[config.mk]
export PLATFORM = sky130hd
export DESIGN_NAME = dl_shift_pipe
export DESIGN_NICKNAME = d
export VERILOG_FILES = /design/src/rtl/dl_shift_pipe.sv
export SDC_FILE = /design/constraint.sdc
export NUM_CORES = 1
export LEC_CHECK = 0
export CAP_MARGIN = 10
export CORE_AREA = 2 2 107 109
export CTS_CLUSTER_DIAMETER = 80
export CTS_CLUSTER_SIZE = 8
export DETAILED_ROUTE_END_ITERATION = 7
export DIE_AREA = 0 0 109 111
export PLACE_DENSITY_LB_ADDON = 0.05
export SLEW_MARGIN = 20
export SYNTH_ARGS = -nofsm -noshare
export SYNTH_HDL_FRONTEND = slang
export SYNTH_SLANG_ARGS = --single-unit
[constraint.sdc]
create_clock -name clk -period 3.45 [get_ports clk]
set_clock_uncertainty 0.05 [all_clocks]
set_input_delay 0.345 -clock clk [delete_from_list [all_inputs] [get_ports clk]]
set_output_delay 0.345 -clock clk [all_outputs]
set_load 0.02 [all_outputs]
[src/rtl/dl_shift_pipe.sv]
`default_nettype none
// ============================================================================
// Module      : dl_shift_pipe
// Description : Two-stage elastic shifter (SLL/SRL/SRA). Operand register,
//               then result register. Every shift uses one left shifter.
// Revision    : 1.0 - initial release
// ============================================================================
module dl_shift_pipe #(
    parameter int NUM_BITS = 32
) (
    input  logic                        clk,
    input  logic                        rst_n,
    input  logic                        flush,
    input  logic                        in_valid,
    output logic                        in_ready,
    input  logic [NUM_BITS-1:0]         in_data,
    input  logic [$clog2(NUM_BITS)-1:0] in_shamt,
    input  logic [1:0]                  in_op,
    output logic                        out_valid,
    input  logic                        out_ready,
    output logic [NUM_BITS-1:0]         out_data
);

    localparam int NUM_SHIFT_BITS = $clog2(NUM_BITS);
    localparam logic [NUM_BITS-1:0] c_all_ones = '1;

    logic                      r_s1_valid;
    logic [NUM_BITS-1:0]       r_s1_data;
    logic [NUM_SHIFT_BITS-1:0] r_s1_shamt;
    logic [1:0]                r_s1_op;
    logic                      r_out_valid;
    logic [NUM_BITS-1:0]       r_out_data;

    logic                w_s2_free;
    logic                w_accept;
    logic                w_is_right;
    logic                w_is_arith;
    logic [NUM_BITS-1:0] w_pre;
    logic [NUM_BITS-1:0] w_shl;
    logic [NUM_BITS-1:0] w_shl_rev;
    logic [NUM_BITS-1:0] w_mask;
    logic [NUM_BITS-1:0] w_mask_rev;
    logic [NUM_BITS-1:0] w_result;

    assign w_s2_free = !r_out_valid || out_ready;
    assign in_ready  = !flush && (!r_s1_valid || w_s2_free);
    assign w_accept  = in_valid && in_ready;

    // Right shifts reuse the left shifter by reversing bits before and after.
    // The reserved op 10 has op[0]=0 and therefore falls through to SLL.
    assign w_is_right = r_s1_op[0];
    assign w_is_arith = (r_s1_op == 2'b11);
    assign w_shl      = w_pre << r_s1_shamt;
    assign w_mask     = c_all_ones << r_s1_shamt;

    for (genvar i = 0; i < NUM_BITS; i++) begin : g_rev
        assign w_pre[i]      = w_is_right ? r_s1_data[NUM_BITS-1-i] : r_s1_data[i];
        assign w_shl_rev[i]  = w_shl[NUM_BITS-1-i];
        assign w_mask_rev[i] = w_mask[NUM_BITS-1-i];
    end

    // ~w_mask_rev marks exactly the vacated MSB positions of a right shift.
    assign w_result = !w_is_right ? w_shl :
                      (w_shl_rev | ((w_is_arith && r_s1_data[NUM_BITS-1]) ? ~w_mask_rev : '0));

    always_ff @(posedge clk or negedge rst_n) begin
        if (!rst_n) begin
            r_s1_valid  <= 1'b0;
            r_s1_data   <= '0;
            r_s1_shamt  <= '0;
            r_s1_op     <= '0;
            r_out_valid <= 1'b0;
            r_out_data  <= '0;
        end else if (flush) begin
            r_s1_valid  <= 1'b0;
            r_out_valid <= 1'b0;
        end else begin
            if (w_s2_free) begin
                r_out_valid <= r_s1_valid;
                if (r_s1_valid) begin
                    r_out_data <= w_result;
                end
            end
            if (w_accept) begin
                r_s1_valid <= 1'b1;
                r_s1_data  <= in_data;
                r_s1_shamt <= in_shamt;
                r_s1_op    <= in_op;
            end else if (r_s1_valid && w_s2_free) begin
                r_s1_valid <= 1'b0;
            end
        end
    end

    assign out_valid = r_out_valid;
    assign out_data  = r_out_data;

endmodule
`default_nettype wire

### Yosys cells after proc, flatten, opt, wreduce, memory -nomap -nowiden

Cells that the tools add are included.
Widths: inputs -> output; s select.

| word-level totals | value |
|---|---|
| bits in registers | 73 |

| cells by class | value |
|---|---|
| reductions and logical operators | 13 |
| mux-type cells | 39 |
| bitwise logic cells | 3 |
| shifts and indexed selects | 2 |
| equal/unequal tests | 1 |

Operator list:

| operator | count |
|---|---|
| $mux 32 | 2 |
| $mux 1 | 37 |
| $not 32->32 | 1 |
| $or 32x32->32 | 1 |
| $shl 32x5->32 | 1 |
| $shl 32x5->32 const A | 1 |
| $logic_and 1x1->1 | 4 |
| $logic_not 1->1 | 3 |
| $reduce_and 3->1 | 1 |
| $reduce_bool 3->1 | 1 |
| $eq 2x2->1 const B | 1 |
| $logic_or 1x1->1 | 2 |
| $reduce_and 2->1 | 1 |
| $reduce_bool 2->1 | 1 |
| $not 1->1 | 1 |

### Logic depth before layout (Yosys ltp)

Gate-level depths: netlist of the first run.

| logic depth | value |
|---|---|
| word-level depth | 7 |
| mapped depth | 10 |
| depth with buffers taken out | 6 |

### Worst setup path after synthesis of the first run

Ideal clock, no wire load.

| path | value |
|---|---|
| path type | reg-to-reg |
| start point | register r_s1_op[0] |
| end point | register r_out_data[3] (netlist: out_data[3]) |
| path buffers | 3 |
| data required time | 3.267 ns |
| slack | 1.147 ns |
| data arrival time | 2.120 ns |
| stages on the path, launching flop included | 10 |
| library setup time | 0.133 ns |
| clock period less this slack | 2.303 ns |
| cell sequence | dfrtp_1 buf_6 buf_8 buf_6 xor2_1 mux2i_1 o21ai_1 mux4_2 a211oi_2 a211oi_1 |

| between the ends | value |
|---|---|
| longest elaborated chain between the ends | 5 |
| elaborated cells on any way between the ends | 38 |

RTL lines:

| what | line | source |
|---|---|---|
| from (decl) | 30 | `logic [1:0] r_s1_op;` |
| from (signal assigned) | 88 | `r_s1_op <= in_op;` |
| branches (longest 4 deep; another with $shl 32x5->32) | -- |  |
| $mux 32 (*) | 63 | `assign w_result = !w_is_right ? w_shl :` |
| to (signal assigned) | 81 | `r_out_data <= w_result;` |
| to (decl) | 32 | `logic [NUM_BITS-1:0] r_out_data;` |

Mark *: on every way between the ends.
A chain may end at the register's enable or synchronous reset.

### Worst setup path after layout of the first run

| path | value |
|---|---|
| start point | register r_s1_shamt[2] |
| end point | register r_out_data[9] (netlist: out_data[9]) |

| between the ends | value |
|---|---|
| longest elaborated chain between the ends | 5 |
| elaborated cells on any way between the ends | 6 |

RTL lines:

| what | line | source |
|---|---|---|
| from (decl) | 29 | `logic [NUM_SHIFT_BITS-1:0] r_s1_shamt;` |
| from (signal assigned) | 87 | `r_s1_shamt <= in_shamt;` |
| $shl 32x5->32 | 54 | `assign w_mask = c_all_ones << r_s1_shamt;` |
| $not 32->32 | 64 | `(w_shl_rev \| ((w_is_arith && r_s1_data[NUM_BITS-1]) ? ~w_mask_rev : '0));` |
| $mux 32 | 64 |  |
| $or 32x32->32 | 64 |  |
| $mux 32 (*) | 63 |  |

Mark *: on every way between the ends. The rest lies on a longest branch, timed or not.

==> run_results.csv, run 1 <==
group,metric,value,unit
detailed_routing,ant_nets,0,
yosys,synth_top_family_by_area,"multiplexers",
yosys,syn-cell-area,5550,um^2
yosys,synth_nets,586,
cts,clock-sinks,73,
floorplan,pin_count,78,
placement,numPlacedInstances,739,
power,p_int,2660,uW
critical_path,critical_path.cell_chain,"buf_4 -> mux4_2 -> a22oi_1 -> o21ai_1 -> a211oi_2 -> o22ai_1 -> o221a_1",
cts,cts_made_buffers,9,
yosys,yosys.area_share.simple,12.4,%
timing,worst_pin_slew,695,ps
detailed_routing,wl,17300,um
power,combPwrFrac,48.7,%
grt,use_met2,47.5,%
power,p_leak,0.00266,uW
grt,grt_pass1_vias,5090,
layout,stdcell_count,755,
run_status,status,"finished, violations left",
grt,gr-usage-met3,5.23,%
cts,clock_path_buffers,2,
job,max_cap_viol_count,0,
yosys,ys_ff_latch,73,
min_path,hold_class,"in2async",
critical_path,slowest_delay,790,ps
yosys,ys_async_sr_fraction,100,%
grt,grt.overflow.total,0,
yosys,synth-edff-count,0,
cts,tritoncts,"done",
cts,clkLatencyLatePin,350,ps
timing,finalHoldViolations,44,
yosys,synth_top_flop_cell,"dfrtp_1",
floorplan,die_x,109,um
yosys,synth_seq_area_share,32.9,%
yosys,synth_fa_ha_area_share,0,%
layout,final_common_cell,"clkdlybuf4s50_1",
yosys,yosys-top-cells-area,"dfrtp_1 33%, mux4_2 17%, mux2_2 11%, mux2i_1 5.2%, nor2_1 4.1%",
critical_path,crit_cells,7,
placement,dp_hpwl,13000,um
detailed_routing,drtIter0Drc,303,
power,p_sw,1720,uW
floorplan,dieArea,12100,um^2
cts,cts_hold_buf,0,
layout,layout.nets,651,
cts,cts-resized-gates,0,
yosys,synth_top_area_share,32.9,%
cts,cts_setup_buffers,0,
timing,min_period_over_period,85.2,%
detailed_routing,drt_pre_antenna_iters,5,
run_status,violations,"negative hold slack",
yosys,synth_xor_area_share,0.158,%
layout,num_antenna_cells,0,
cts,cts_root_buf,"clkbuf_16",
timing,max_slew_margin,53.3,%
timing,drv_slew,0,
grt,grt_use_total,30.9,%
critical_path,worst-r2r-cell-count,7,
critical_path,cp_num_buf_inv,1,
yosys,avgSynthCellArea,10.2,um^2
cts,htreeDepth,3,
floorplan,start_util,50.1,%
power,switching_share,39.2,%
yosys,synth_warnings,0,
floorplan,coreArea,11100,um^2
floorplan,die_y,111,um
grt,grt_first_pass_wirelength,28300,um
power,peakVddDrop,0.376,mV
layout,final_cell_mix,"76 x clkdlybuf4s50_1, 72 x dfrtp_1, 60 x nor2_1",
detailed_routing,vias,4940,
timing,whs,-46.1,ps
timing,layout_setup_ws,511,ps
timing,fin_crit,2940,ps
cts,clk_pin_slew,60,ps
timing,grt_setup_unrepaired,"false",
placement,io_buffers,77,
detailed_routing,routed_via_density,6.54,
yosys,syn_inst,542,
floorplan,rows,39,
layout,area_delta_synth_final,21.8,%
grt,met1_usage,41.5,%
detailed_routing,drc,0,
placement,dp_slack,549,ps
grt,grt_max_degree,47,
critical_path,cp.arrival,3130,ps
critical_path,setup.worst_path.end_class,"register",
timing,fin_tns_setup,0,ps
critical_path,cp_slowest_cell,"dfrtp_1",
layout,fillers,967,
placement,place_congestion,1.01,
timing,timing.fmax,0.340,GHz
power,p_seq_share,29.6,%
critical_path,crit_fanout,17,
grt,top_usage_layer,"met2",
layout,layout-drive-gt1-share,24.3,%
yosys,ys_types,60,
power,p_clk_share,21.7,%
yosys,synth-compound-area-share,16.8,%
yosys,synthMuxAreaShare,32.9,%
timing,setup_viol,0,
detailed_routing,wl_per_cell,22.9,um
critical_path,start_kind,"register",
critical_path,crit_family,"compound AO/OA/AOI/OAI gates",
critical_path,required,3640,ps
critical_path,path_class,"reg2reg",
power,p_per_area,648,nW/um^2
grt,antenna_found_initial,0,
yosys,yosys.area.top_type,"dfrtp_1",
[worst register-to-register path: cells and delay by family, from the launching register on]
family / cells / cell delay [ps]
buffers and inverters: 1 / 290
AO/OA/AOI/OAI: 5 / 1350
multiplexers: 1 / 340
flip-flops: 1 / 790
[synth_stat cells, types with 4 or more instances]
cell type and count:
a211oi_2 4, a22oi_1 5, and3_1 4, buf_1 6, o21ai_0 14, nor3_1 9, mux4_2 41, a211oi_1 7
o211ai_1 6, and2_1 6, buf_2 11, a221oi_1 5, nand2_1 47, nand3_1 9, o221ai_1 5, dfrtp_1 73
mux2i_1 29, mux2_2 53, a31oi_1 6, clkbuf_1 25, a21oi_1 38, nor2_1 60, o22ai_1 13
[sequential cells by signal (all words and copies together) (netlist names)]
name / count
r_s1_op: 2
out_data: 32
r_s1_shamt: 5
out_valid: 1
r_s1_data: 32
r_s1_valid: 1
[through the flow]
stage / util (%) / total power, uW / hold slack [ps] / instance area, um^2
floorplan: - / 2630 / -0.591 / 5550
global placement: 58.3 / 3380 / 411 / 6460
detailed placement: 58.3 / 3400 / 409 / 6460
CTS: 61.0 / 4360 / 154 / 6760
global route: 61.0 / 4620 / 3.68 / 6760
finish: 61.0 / 4380 / -46.1 / 6760
[layer usage]
| metal | vias up | share of wire (%) |
|---|---|---|
| met3 | 53 | 6.9 |
| met4 | 0 | 4.6 |
| met1 | 2401 | 41 |
| li1 | 2214 | - |
| met2 | 272 | 47 |
| met5 | - | 0 |
[cell type report]
cell class | instances | area, um^2 | share of cell area [%]
multi-input combinational | 415 | 3460 | 51.2
sequential | 73 | 1830 | 27.0
timing repair buffer | 102 | 968 | 14.3
clock buffer | 13 | 260 | 3.85
tap | 143 | 179 | 2.65
clock inverter | 3 | 40.0 | 0.592
inverter | 6 | 22.5 | 0.333
[logic make-up after synthesis]
group | Yosys count
and+or+nand+nor | 155
buffers and inverters | 54
DFF | 73
AOI/OAI and AO/OA | 135
xor gates and xnor gates | 1
muxes | 124
[power groups by stage]
stage	Combinational (uW)	Sequential, uW	Clock (uW)
floorplan	1260	1370	0
global route	2290	1330	1000
detailed placement	2090	1310	0
CTS	2110	1290	963
global placement	2080	1290	0
finish	2130	1300	948
[final timing paths]
| kind | start | end | slack [ps] |
|---|---|---|---|
| setup / recovery | r_s1_shamt[2] | out_data[9] | 510 |
| max in group asynchronous | rst_n | r_s1_op[0] | 2750 |
| hold / removal | rst_n | out_data[16] | -50 |
| min in group clk | out_data[25] | out_data[25] | 420 |
| setup reg to reg | r_s1_shamt[2] | out_data[9] | 510 |
| hold reg to reg | out_data[25] | out_data[25] | 420 |
No activity file was read; power rests on OpenSTA's default activity.
==> run 2, diff against run 1 <==
--- a/config.mk
+++ b/config.mk
@@ -6,11 +6,11 @@
 export NUM_CORES = 1
 export LEC_CHECK = 0
 export CAP_MARGIN = 10
-export CORE_AREA = 2 2 107 109
+export CORE_AREA = 2 2 104 106
 export CTS_CLUSTER_DIAMETER = 80
 export CTS_CLUSTER_SIZE = 8
 export DETAILED_ROUTE_END_ITERATION = 7
-export DIE_AREA = 0 0 109 111
+export DIE_AREA = 0 0 106 108
 export PLACE_DENSITY_LB_ADDON = 0.05
 export SLEW_MARGIN = 20
 export SYNTH_ARGS = -nofsm -noshare
==> constraint.sdc (replaced) <==
create_clock -name clk -period 2.8 [get_ports clk]
set_clock_uncertainty 0.05 [all_clocks]
set_input_delay 0.28 -clock clk [delete_from_list [all_inputs] [get_ports clk]]
set_output_delay 0.28 -clock clk [all_outputs]
set_load 0.1 [all_outputs]
==> run 2 against run 1 <==
  * The run now ends clean
  * Critical path type unchanged
  * Largest power group unchanged
  * Hold slack better by 47 ps
  * Sequential share of layout area down 0.12 points
  * Register-to-register slack worse by 390 ps
  * Sequential power up 21%
  * Maximum frequency up 9.6%
==> run_results.csv, run 2 (synthesized netlist as in run 1, its figures left out) <==
group,metric,value,unit
cts,cts_made_buffers,9,
floorplan,pin_count,78,
timing,fin_tns_setup,0,ps
layout,layout-drive-gt1-share,32.8,%
critical_path,cp_slowest_cell,"dfrtp_4",
critical_path,slowest_delay,590,ps
cts,clock-sinks,73,
floorplan,start_util,54.2,%
job,max_cap_viol_count,0,
cts,clk_pin_slew,80,ps
critical_path,cp_num_buf_inv,1,
detailed_routing,met2_length,8650,um
floorplan,dieArea,11400,um^2
critical_path,critical_path.cell_chain,"buf_12 -> mux4_2 -> mux2_2 -> mux2i_2 -> nor2_1 -> a211oi_2 -> o221ai_1",
critical_path,start_kind,"register",
critical_path,worst-r2r-setup-slack,120,ps
critical_path,crit_fanout,16,
grt,grt_max_degree,43,
timing,drv_slew,0,
grt,grt.overflow.total,0,
timing,finalHoldViolations,0,
detailed_routing,routed.top_layer,"met4",
timing,timing.fmax,0.373,GHz
layout,final_core_util,66.5,%
critical_path,crit_family,"multiplexers",
detailed_routing,vias,5140,
detailed_routing,drc,0,
power,p_leak,0.00277,uW
layout,num_antenna_cells,0,
grt,grt_pass1_vias,5113,
timing,min_period_over_period,95.8,%
critical_path,setup.worst_path.end_class,"register",
detailed_routing,wl_met1,7210,um
cts,tritoncts,"done",
critical_path,cp.arrival,2840,ps
floorplan,coreArea,10200,um^2
placement,place_congestion,1.00,
grt,grt_first_pass_wirelength,28600,um
layout,stdcell_count,768,
timing,grt_setup_unrepaired,"false",
timing,setup_viol,0,
grt,grt_use_total,32.6,%
placement,io_buffers,77,
detailed_routing,ant_nets,0,
power,p_total,6280,uW
cts,htreeDepth,3,
placement,numPlacedInstances,752,
layout,layout.nets,671,
run_status,status,"finished, final reports clean",
layout,final_cell_mix,"74 x buf_4, 71 x dfrtp_1, 60 x nor2_1",
detailed_routing,wl_met3,1420,um
layout,area_delta_synth_final,22.6,%
cts,cts_root_buf,"clkbuf_8",
cts,clkLatencyLatePin,360,ps
power,p_per_area,923,nW/um^2
cts,cts_hold_buf,0,
detailed_routing,routed_via_density,6.69,
layout,final_common_cell,"buf_4",
floorplan,die_x,106,um
timing,max_slew_margin,37.6,%
grt,antenna_found_initial,0,
detailed_routing,wl_per_cell,23.3,um
timing,worst_pin_slew,936,ps
critical_path,path_class,"reg2reg",
critical_path,required,2960,ps
placement,dp_hpwl,13500,um
timing,fin_crit,2680,ps
floorplan,rows,37,
detailed_routing,wl,17900,um
power,peakVddDrop,0.612,mV
min_path,hold_class,"in2async",
floorplan,die_y,108,um
detailed_routing,drt_pre_antenna_iters,5,
layout,fillers,830,
detailed_routing,drtIter0Drc,497,
cts,clock_path_buffers,2,
[run 2: changes by cell type in the layout (fill, tap and decap cells not counted), sizes merged]
cell	before	now
bufinv	1	2
clkbuf	13	11
clkdlybuf4s50	76	42
buf	26	80
clkinv	3	2
clkinvlp	0	2
[run 2: final cells by class]
class                           instances  area, um^2  share of cell area (%)
Multi-Input combinational cell        415        3480                    51.1
Tap cell                              136         170                    2.50
Sequential cell                        73        1830                    26.9
Clock buffer                           11         141                    2.08
Inverter                                6        22.5                   0.331
Timing Repair Buffer                  122        1080                    15.9
Clock inverter                          5        80.1                    1.18
[run 2: final timing paths]
check	from	to	cells past startpoint
setup / recovery	r_s1_op[0]	out_data[0]	7
hold / removal	rst_n	out_data[16]	1
setup reg to reg	r_s1_op[0]	out_data[0]	7
hold reg to reg	out_data[25]	out_data[25]	2
max in group asynchronous	rst_n	r_s1_op[0]	1
min in group clk	out_data[25]	out_data[25]	2
[run 2: layer usage]
layer / up-vias / global-route usage, %
met5: - / 0
met4: 0 / 12.1
met3: 48 / 6.15
met2: 291 / 54.5
met1: 2547 / 42.8
li1: 2254 / -
[run 2: power by group]
| group | switching [uW] | internal, uW |
|---|---|---|
| sequential | 265 | 1310 |
| clock | 413 | 525 |
| combinational | 2510 | 1260 |
| total | 3190 | 3090 |
[run 2: through the flow]
| stage | setup slack (ps) | hold WS [ps] | area, um^2 |
|---|---|---|---|
| floorplan | 62.0 | -65.6 | 5560 |
| global placement | 146 | 391 | 6580 |
| detailed placement | 85.9 | 415 | 6580 |
| CTS | 56.6 | 24.2 | 6800 |
| global route | 21.9 | 77.1 | 6810 |
| finish | 119 | 1.03 | 6810 |
[run 2: what timing repair did]
item                                    4_1_cts  5_1_grt
endpoints found under the setup margin        0        3
resized for setup                             0        2
setup buffers                                 0        0
[run 2: worst reg2reg max path, cell delays in order, from the launching register on]
cell      delay, ps
dfrtp_4         590
buf_12          220
mux4_2          540
mux2_2          300
mux2i_2         280
nor2_1          110
a211oi_2        270
o221ai_1        170
